--- src/rtl/video_timing_gen_if.sv ---
// Raster timing bundle between the timing generator (master) and its consumers (slave).
// IRQ_LINE/LINE_IRQ exist only when VTG_LINE_IRQ_EN is defined.
interface video_timing_gen_if #(
    parameter int HW = 9,
    parameter int VW = 9
);
    logic          PIX_CE;
    logic          CLK_6M;
    logic [HW-1:0] HCOUNT;
    logic [VW-1:0] VCOUNT;
    logic          CLK_1H;
    logic          CLK_2H;
    logic          CLK_4H;
    logic          HSYNC;
    logic          VSYNC;
    logic          COMPSYNC;
    logic          HBLANK;
    logic          VBLANK;
    logic          BLANKING;
    logic          HRESET;
    logic          VRESET;
`ifdef VTG_LINE_IRQ_EN
    logic [VW-1:0] IRQ_LINE;
    logic          LINE_IRQ;

    modport master (
        output PIX_CE, CLK_6M, HCOUNT, VCOUNT, CLK_1H, CLK_2H, CLK_4H,
        output HSYNC, VSYNC, COMPSYNC, HBLANK, VBLANK, BLANKING, HRESET, VRESET,
        input  IRQ_LINE,
        output LINE_IRQ
    );
    modport slave (
        input  PIX_CE, CLK_6M, HCOUNT, VCOUNT, CLK_1H, CLK_2H, CLK_4H,
        input  HSYNC, VSYNC, COMPSYNC, HBLANK, VBLANK, BLANKING, HRESET, VRESET,
        output IRQ_LINE,
        input  LINE_IRQ
    );
`else
    modport master (
        output PIX_CE, CLK_6M, HCOUNT, VCOUNT, CLK_1H, CLK_2H, CLK_4H,
        output HSYNC, VSYNC, COMPSYNC, HBLANK, VBLANK, BLANKING, HRESET, VRESET
    );
    modport slave (
        input  PIX_CE, CLK_6M, HCOUNT, VCOUNT, CLK_1H, CLK_2H, CLK_4H,
        input  HSYNC, VSYNC, COMPSYNC, HBLANK, VBLANK, BLANKING, HRESET, VRESET
    );
`endif
endinterface

--- src/rtl/video_timing_gen.sv ---
// Parametrised raster timing generator: pixel divider, H/V counters and registered decodes.
// Optional per-line interrupt comparator enabled by defining VTG_LINE_IRQ_EN.
module video_timing_gen #(
    parameter int CLK_DIV      = 8,
    parameter int H_TOTAL      = 384,
    parameter int H_ACTIVE     = 288,
    parameter int H_SYNC_START = 304,
    parameter int H_SYNC_WIDTH = 32,
    parameter int V_TOTAL      = 264,
    parameter int V_ACTIVE     = 224,
    parameter int V_SYNC_START = 240,
    parameter int V_SYNC_WIDTH = 8,
    parameter int SYNC_POL     = 0,
    parameter int HW           = $clog2(H_TOTAL),
    parameter int VW           = $clog2(V_TOTAL)
) (
    input  logic               CLK_48M,
    input  logic               RST,
    video_timing_gen_if.master vt
);
    localparam int             DW       = $clog2(CLK_DIV);
    localparam logic [DW-1:0]  DIV_LAST = DW'(CLK_DIV - 1);
    localparam logic [DW-1:0]  DIV_HALF = DW'(CLK_DIV / 2);
    localparam logic [HW-1:0]  H_LAST   = HW'(H_TOTAL - 1);
    localparam logic [VW-1:0]  V_LAST   = VW'(V_TOTAL - 1);
    localparam logic           POL      = (SYNC_POL != 0);

    if (H_SYNC_START + H_SYNC_WIDTH > H_TOTAL) begin : g_chk_hsync
        $fatal(1, "video_timing_gen: HSYNC window exceeds H_TOTAL");
    end
    if (V_SYNC_START + V_SYNC_WIDTH > V_TOTAL) begin : g_chk_vsync
        $fatal(1, "video_timing_gen: VSYNC window exceeds V_TOTAL");
    end
    if (H_ACTIVE >= H_TOTAL || V_ACTIVE >= V_TOTAL) begin : g_chk_active
        $fatal(1, "video_timing_gen: active area must be smaller than total");
    end
    if (CLK_DIV < 2 || (CLK_DIV % 2) != 0) begin : g_chk_div
        $fatal(1, "video_timing_gen: CLK_DIV must be even and >= 2");
    end

    logic [DW-1:0] div, div_nx;
    logic [HW-1:0] hcount, hcount_nx;
    logic [VW-1:0] vcount, vcount_nx;
    logic          tick, hwrap;
    logic          hs_nx, vs_nx;
    logic          pix_ce, clk_pix;
    logic          hsync, vsync, compsync;
    logic          hblank, vblank, hreset, vreset;

    // Decodes look at the next-state counts so they land on the same edge as the counters.
    always_comb begin
        tick      = (div == DIV_LAST);
        hwrap     = tick && (hcount == H_LAST);
        div_nx    = tick ? '0 : div + 1'b1;
        hcount_nx = hcount;
        vcount_nx = vcount;
        if (tick) begin
            hcount_nx = hwrap ? '0 : hcount + 1'b1;
            if (hwrap) begin
                vcount_nx = (vcount == V_LAST) ? '0 : vcount + 1'b1;
            end
        end
        hs_nx = (int'(hcount_nx) >= H_SYNC_START) &&
                (int'(hcount_nx) <  H_SYNC_START + H_SYNC_WIDTH);
        vs_nx = (int'(vcount_nx) >= V_SYNC_START) &&
                (int'(vcount_nx) <  V_SYNC_START + V_SYNC_WIDTH);
    end

    always_ff @(posedge CLK_48M) begin
        if (RST) begin
            div      <= '0;
            hcount   <= '0;
            vcount   <= '0;
            pix_ce   <= 1'b0;
            clk_pix  <= 1'b1;
            hsync    <= ~POL;
            vsync    <= ~POL;
            compsync <= ~POL;
            hblank   <= 1'b0;
            vblank   <= 1'b0;
            hreset   <= 1'b0;
            vreset   <= 1'b0;
        end else begin
            div      <= div_nx;
            hcount   <= hcount_nx;
            vcount   <= vcount_nx;
            pix_ce   <= (div_nx == DIV_LAST);
            clk_pix  <= (div_nx < DIV_HALF);
            hsync    <= hs_nx ^ ~POL;
            vsync    <= vs_nx ^ ~POL;
            compsync <= (hs_nx ^ vs_nx) ^ ~POL;
            hblank   <= (int'(hcount_nx) >= H_ACTIVE);
            vblank   <= (int'(vcount_nx) >= V_ACTIVE);
            hreset   <= (hcount_nx == H_LAST);
            vreset   <= (hcount_nx == H_LAST) && (vcount_nx == V_LAST);
        end
    end

`ifdef VTG_LINE_IRQ_EN
    logic line_irq;

    // Out-of-range compare lines can never match vcount_nx, so they stay silent.
    always_ff @(posedge CLK_48M) begin
        if (RST) begin
            line_irq <= 1'b0;
        end else begin
            line_irq <= hwrap && (vcount_nx == vt.IRQ_LINE);
        end
    end

    assign vt.LINE_IRQ = line_irq;
`endif

    assign vt.PIX_CE   = pix_ce;
    assign vt.CLK_6M   = clk_pix;
    assign vt.HCOUNT   = hcount;
    assign vt.VCOUNT   = vcount;
    assign vt.CLK_1H   = hcount[0];
    assign vt.CLK_2H   = hcount[1];
    assign vt.CLK_4H   = hcount[2];
    assign vt.HSYNC    = hsync;
    assign vt.VSYNC    = vsync;
    assign vt.COMPSYNC = compsync;
    assign vt.HBLANK   = hblank;
    assign vt.VBLANK   = vblank;
    assign vt.BLANKING = hblank | vblank;
    assign vt.HRESET   = hreset;
    assign vt.VRESET   = vreset;
endmodule

--- src/flat_wrapper.sv ---
// flat-port wrapper written by rule: the top's interface ports become plain ports
module video_timing_gen_flat 
#(
    parameter int CLK_DIV      = 8,
    parameter int H_TOTAL      = 384,
    parameter int H_ACTIVE     = 288,
    parameter int H_SYNC_START = 304,
    parameter int H_SYNC_WIDTH = 32,
    parameter int V_TOTAL      = 264,
    parameter int V_ACTIVE     = 224,
    parameter int V_SYNC_START = 240,
    parameter int V_SYNC_WIDTH = 8,
    parameter int SYNC_POL     = 0,
    parameter int HW           = $clog2(H_TOTAL),
    parameter int VW           = $clog2(V_TOTAL)
)
  (CLK_48M, RST, vt_PIX_CE, vt_CLK_6M, vt_HCOUNT, vt_VCOUNT, vt_CLK_1H, vt_CLK_2H, vt_CLK_4H, vt_HSYNC, vt_VSYNC, vt_COMPSYNC, vt_HBLANK, vt_VBLANK, vt_BLANKING, vt_HRESET, vt_VRESET);
  video_timing_gen_if #(.HW(HW), .VW(VW)) vt_i ();
  input  logic CLK_48M;
  input  logic RST;
  output wire logic [$bits(vt_i.PIX_CE)-1:0] vt_PIX_CE;
  output wire logic [$bits(vt_i.CLK_6M)-1:0] vt_CLK_6M;
  output wire logic [$bits(vt_i.HCOUNT)-1:0] vt_HCOUNT;
  output wire logic [$bits(vt_i.VCOUNT)-1:0] vt_VCOUNT;
  output wire logic [$bits(vt_i.CLK_1H)-1:0] vt_CLK_1H;
  output wire logic [$bits(vt_i.CLK_2H)-1:0] vt_CLK_2H;
  output wire logic [$bits(vt_i.CLK_4H)-1:0] vt_CLK_4H;
  output wire logic [$bits(vt_i.HSYNC)-1:0] vt_HSYNC;
  output wire logic [$bits(vt_i.VSYNC)-1:0] vt_VSYNC;
  output wire logic [$bits(vt_i.COMPSYNC)-1:0] vt_COMPSYNC;
  output wire logic [$bits(vt_i.HBLANK)-1:0] vt_HBLANK;
  output wire logic [$bits(vt_i.VBLANK)-1:0] vt_VBLANK;
  output wire logic [$bits(vt_i.BLANKING)-1:0] vt_BLANKING;
  output wire logic [$bits(vt_i.HRESET)-1:0] vt_HRESET;
  output wire logic [$bits(vt_i.VRESET)-1:0] vt_VRESET;
  assign vt_PIX_CE = vt_i.PIX_CE;
  assign vt_CLK_6M = vt_i.CLK_6M;
  assign vt_HCOUNT = vt_i.HCOUNT;
  assign vt_VCOUNT = vt_i.VCOUNT;
  assign vt_CLK_1H = vt_i.CLK_1H;
  assign vt_CLK_2H = vt_i.CLK_2H;
  assign vt_CLK_4H = vt_i.CLK_4H;
  assign vt_HSYNC = vt_i.HSYNC;
  assign vt_VSYNC = vt_i.VSYNC;
  assign vt_COMPSYNC = vt_i.COMPSYNC;
  assign vt_HBLANK = vt_i.HBLANK;
  assign vt_VBLANK = vt_i.VBLANK;
  assign vt_BLANKING = vt_i.BLANKING;
  assign vt_HRESET = vt_i.HRESET;
  assign vt_VRESET = vt_i.VRESET;
  video_timing_gen #(.CLK_DIV(CLK_DIV), .H_TOTAL(H_TOTAL), .H_ACTIVE(H_ACTIVE), .H_SYNC_START(H_SYNC_START), .H_SYNC_WIDTH(H_SYNC_WIDTH), .V_TOTAL(V_TOTAL), .V_ACTIVE(V_ACTIVE), .V_SYNC_START(V_SYNC_START), .V_SYNC_WIDTH(V_SYNC_WIDTH), .SYNC_POL(SYNC_POL), .HW(HW), .VW(VW)) u_core (.CLK_48M(CLK_48M), .RST(RST), .vt(vt_i));
endmodule
--- config.mk ---
export PLATFORM = sky130hd
export DESIGN_NAME = video_timing_gen_flat
export DESIGN_NICKNAME = d
export VERILOG_FILES = /design/src/rtl/video_timing_gen_if.sv /design/src/rtl/video_timing_gen.sv /design/src/flat_wrapper.sv
export SDC_FILE = /design/constraint.sdc
export NUM_CORES = 1
export LEC_CHECK = 0
export CAP_MARGIN = 10
export CORE_AREA = 4 4 60 62
export DETAILED_ROUTE_END_ITERATION = 10
export DIE_AREA = 0 0 64 66
export HOLD_SLACK_MARGIN = 0.12
export PLACE_DENSITY = 0.8
export SKIP_LAST_GASP = 1
export SLEW_MARGIN = 20
export SYNTH_ARGS = -nofsm -noshare
export SYNTH_HDL_FRONTEND = slang
export SYNTH_SLANG_ARGS = --single-unit
--- constraint.sdc ---
create_clock -name CLK_48M -period 7.7 [get_ports CLK_48M]
set_input_delay 2.31 -clock CLK_48M [delete_from_list [all_inputs] [get_ports CLK_48M]]
set_output_delay 2.31 -clock CLK_48M [all_outputs]
set_load 0.02 [all_outputs]
==> summary.md <==
| Metric | Value |
|---|---|
| Number of endpoints with negative hold slack in the final report | 0 |
| Top-level I/O count | 33 |
| Final-report max-slew violation count | 0 |
| Logic depth of the worst register-to-register path | 8 |
| Cell leakage power | 0.000675 uW |
| CP Launch Point | u_core.vt.VCOUNT[4] |
| Drt via density | 5.49 |
| Post-CTS setup repair buffer count | 0 |
| Simple-gate share of the synthesized area | 0.331 |
| GR Overflow Total | 0 |
| Aggregate global-route resource usage | 0.177 |
| Wire length reported by the detailed router | 3490 um |
| Synthesis-to-finish area growth | 22.1% |
| Fmax | 257 MHz |
| Fraction of layout cells with a size suffix above 1 | 0.0762 |
| Period Utilization, post-route | 0.506 |
| Yosys reg bits | 30 |
| Hold Crit Start | u_core.div[0] |
| Number of instances on the worst hold path | 1 |
| Post-synthesis mux area share | 0.0529 |
| Crit path largest cell delay | 690 ps |
| Clock latency on the worst-skew pair | 330 ps |
| Final setup skew | 6.78 ps |
| Main combinational cell family by area after synthesis | simple AND/OR/NAND/NOR gates |
| Tmin final | 3900 ps |
| Hold slack | 496 ps |
| Peak VDD IR | 0.0822 mV |
| Worst r2r src | u_core.div[0] |
| Area of the multi-input gates | 903 um^2 |
| Ant. Diodes | 0 |
| Number of enable flip-flop cells after synthesis | 0 |
| Total negative setup slack | 0 ps |
| Complex-gate fraction of the synthesized area | 0.0916 |
| Internal | 194 uW |
| Switching pwr | 54.2 uW |
| Wire length of the first global-routing pass | 5830 um |
| Yosys Warn Count | 0 |
| Initial DRC Count | 37 |
| Placed standard-cell area | 1890 um^2 |
| Number of cells upsized or downsized after cts | 0 |
| Fraction of synthesized cell area in xor and xnor cells | 0.0552 |
| Clock-pin transition on the worst setup and hold timing paths | 90 ps |
| Syn Inst Count | 184 |
| Worst path buffer plus inverter count | 1 |
| Element type at the critical path start | flop |
| Width of the die | 64 um |
| Combined flip-flop and latch cell area | 601 um^2 |
| Critical setup path kind | reg2out |
| Arrival time at the worst endpoint | 1590 ps |
| Critical path required time | 5390 ps |
| Post-layout nets | 217 |
| Antenna violations before repair | 0 |
| Largest net degree at the start of global routing | 26 |
| Combinational power share | 0.028 |
| Primary FF master, synth | dfxtp_1 |
| Sequence of cells on the critical path | clkdlybuf4s50_1 |
| Post-synthesis async set-or-reset flop share | 0 |
| Synth Net Count | 191 |
| RD Place Congestion | 0.866 |
| Outcome | finished, final reports clean |
| First drt pass iteration count | 4 |
| Clock tree from TritonCTS | yes |
| Most used cells in the layout excluding fill and tap cells | clkdlybuf4s50_1 (32), dfxtp_1 (30), nor2_1 (26), nand2_1 (13), nor3_1 (8) |
| Number of port buffers | 32 |
| Hold/Removal Path Class | reg2reg |
| Worst Tran Pin Value | 900 ps |
| PD cells | 128 nW/um^2 |
| Mean post-synth cell area | 8.62 um^2 |
| Number of fill cells | 271 |
| Vertical die dimension | 66 um |
| Post-Synthesis Cell Area | 1590 um^2 |
| Cts hold-fix bufs | 0 |
| Drt drc | 0 |
| Area of the core | 3030 um^2 |
| Adder and majority cell fraction of the synthesized area | 0.0395 |
| Number of different library cells in the post-synthesis netlist | 48 |
| Slew HR | 0.398 |
| Starting density of the core | 0.524 |
| Number of H-tree levels | 2 |
| Sequential fraction of design power | 0.636 |
| Routed vias | 1395 |
| Top fanout value on the critical path | 11 |
| Clock net sink count | 30 |
| Final Cell Area | 1940 um^2 |
| Reg2Reg Setup Slack | 4530 ps |
| ANT nets after route | 0 |
| Fraction of power spent switching nets | 0.218 |
| Part of the Yosys area used for sequential elements | 0.379 |
| Max-capacitance violation count | 0 |
| Proportion of power drawn by the clock network | 0.336 |
| Number of stages on the worst setup path | 1 |
| Clock Tree Buf Depth | 2 |
| DP Wirelength | 2520 um |
| Routed len/inst | 13.7 um |
| Leading cell type in the layout, fill and taps excluded | clkdlybuf4s50_1 |
| Final setup violation count | 0 |
| Critical path's slowest cell | clkdlybuf4s50_1 |
| Standard-cell rows | 20 |
| Die area | 4220 um^2 |
| RSZ-0062 raised after global routing | no |
| Endpoint kind of the worst setup timing path | output port |
| Via count of the first global-routing pass | 1349 |
| Root buffer cell | clkbuf_4 |
| Family with the most delay on the worst path | buffers and inverters |
| CTS Buf Count | 5 |
per-stage QoR:
stage	cells	total power (uW)	util	worst slack (ps)
2_1_floorplan	184	166	-	4630
3_3_place_gp	247	168	0.624	3640
3_5_place_dp	247	169	0.624	3600
4_1_cts	254	251	0.639	3790
5_1_grt	254	261	0.639	3720
6_report	254	248	0.639	3800
worst register-to-register path, cell delays in order (launching register included):
cell and delay, ps:
dfxtp_1 380, ha_1 160, ha_1 400, nand4_2 220, or3_1 640, nor3_2 330
mux2i_1 300, nor4b_4 280, mux2_1 340
cells by family (layout without fill, tap and decap cells):
logic type                 count (synthesis)  in the layout
DFF                                       30             30
xor gates and xnor gates                  10             10
muxes                                      8              8
and+or+nand+nor                           92             92
adders and majority gates                  5              5
AOI/OAI and AO/OA                         23             23
buffers and inverters                     16             42
power by group through the flow:
stage / combinational [uW] / sequential, uW / clock, uW
after floorplan: 3.78 / 162 / 0
after global routing: 7.76 / 158 / 94.8
after CTS: 7.14 / 158 / 85.7
after global placement: 6.69 / 161 / 0
final: 6.99 / 158 / 83.3
after detailed placement: 7.11 / 161 / 0
metal layers:
metal / vias to the layer above / track usage / part of all wire
li1: 692 / - / -
met1: 654 / 0.208 / 0.45
met2: 41 / 0.285 / 0.48
met3: 8 / 0.0731 / 0.051
met4: 0 / 0.0728 / 0.017
met5: - / 0 / 0
path summary, 6_finish.rpt:
| path | end |
|---|---|
| max | vt_VCOUNT[4] |
| min | u_core.div[0] |
| max reg2reg | u_core.vt.COMPSYNC |
| min reg2reg | u_core.div[0] |
sequential cells by signal (all words and copies together) (netlist names):
signal and count:
u_core.div 3, u_core.vt.HSYNC 1, u_core.vt.HCOUNT 9, u_core.vt.VCOUNT 9
u_core.vt.COMPSYNC 1, u_core.vt.PIX_CE 1, u_core.vt.VRESET 1, u_core.vt.HBLANK 1
u_core.vt.CLK_6M 1, u_core.vt.HRESET 1, u_core.vt.VSYNC 1, u_core.vt.VBLANK 1
synthesized netlist by cell type (all sizes together), types with 4 or more instances:
library cell | count | area (um^2)
nor4 | 5 | 31.3
dfxtp | 30 | 601
xnor2 | 7 | 61.3
o21ai | 6 | 30.0
nor3 | 11 | 76.3
mux2i | 5 | 50.1
nand3 | 8 | 45.0
nand2 | 13 | 48.8
nand2b | 5 | 31.3
buf | 7 | 47.5
ha | 5 | 62.6
nor2 | 26 | 97.6
a21oi | 6 | 30.0
clkbuf | 6 | 22.5
nor2b | 4 | 25.0
final cells by class:
type                    instances  area share
repair buffers                 32       0.165
clock buffers                   7      0.0233
multi-input cells             138       0.467
inverters                       3     0.00582
well taps                      44      0.0284
flip-flops and latches         30       0.310
Note: power is estimated with default switching activity, not from simulation.
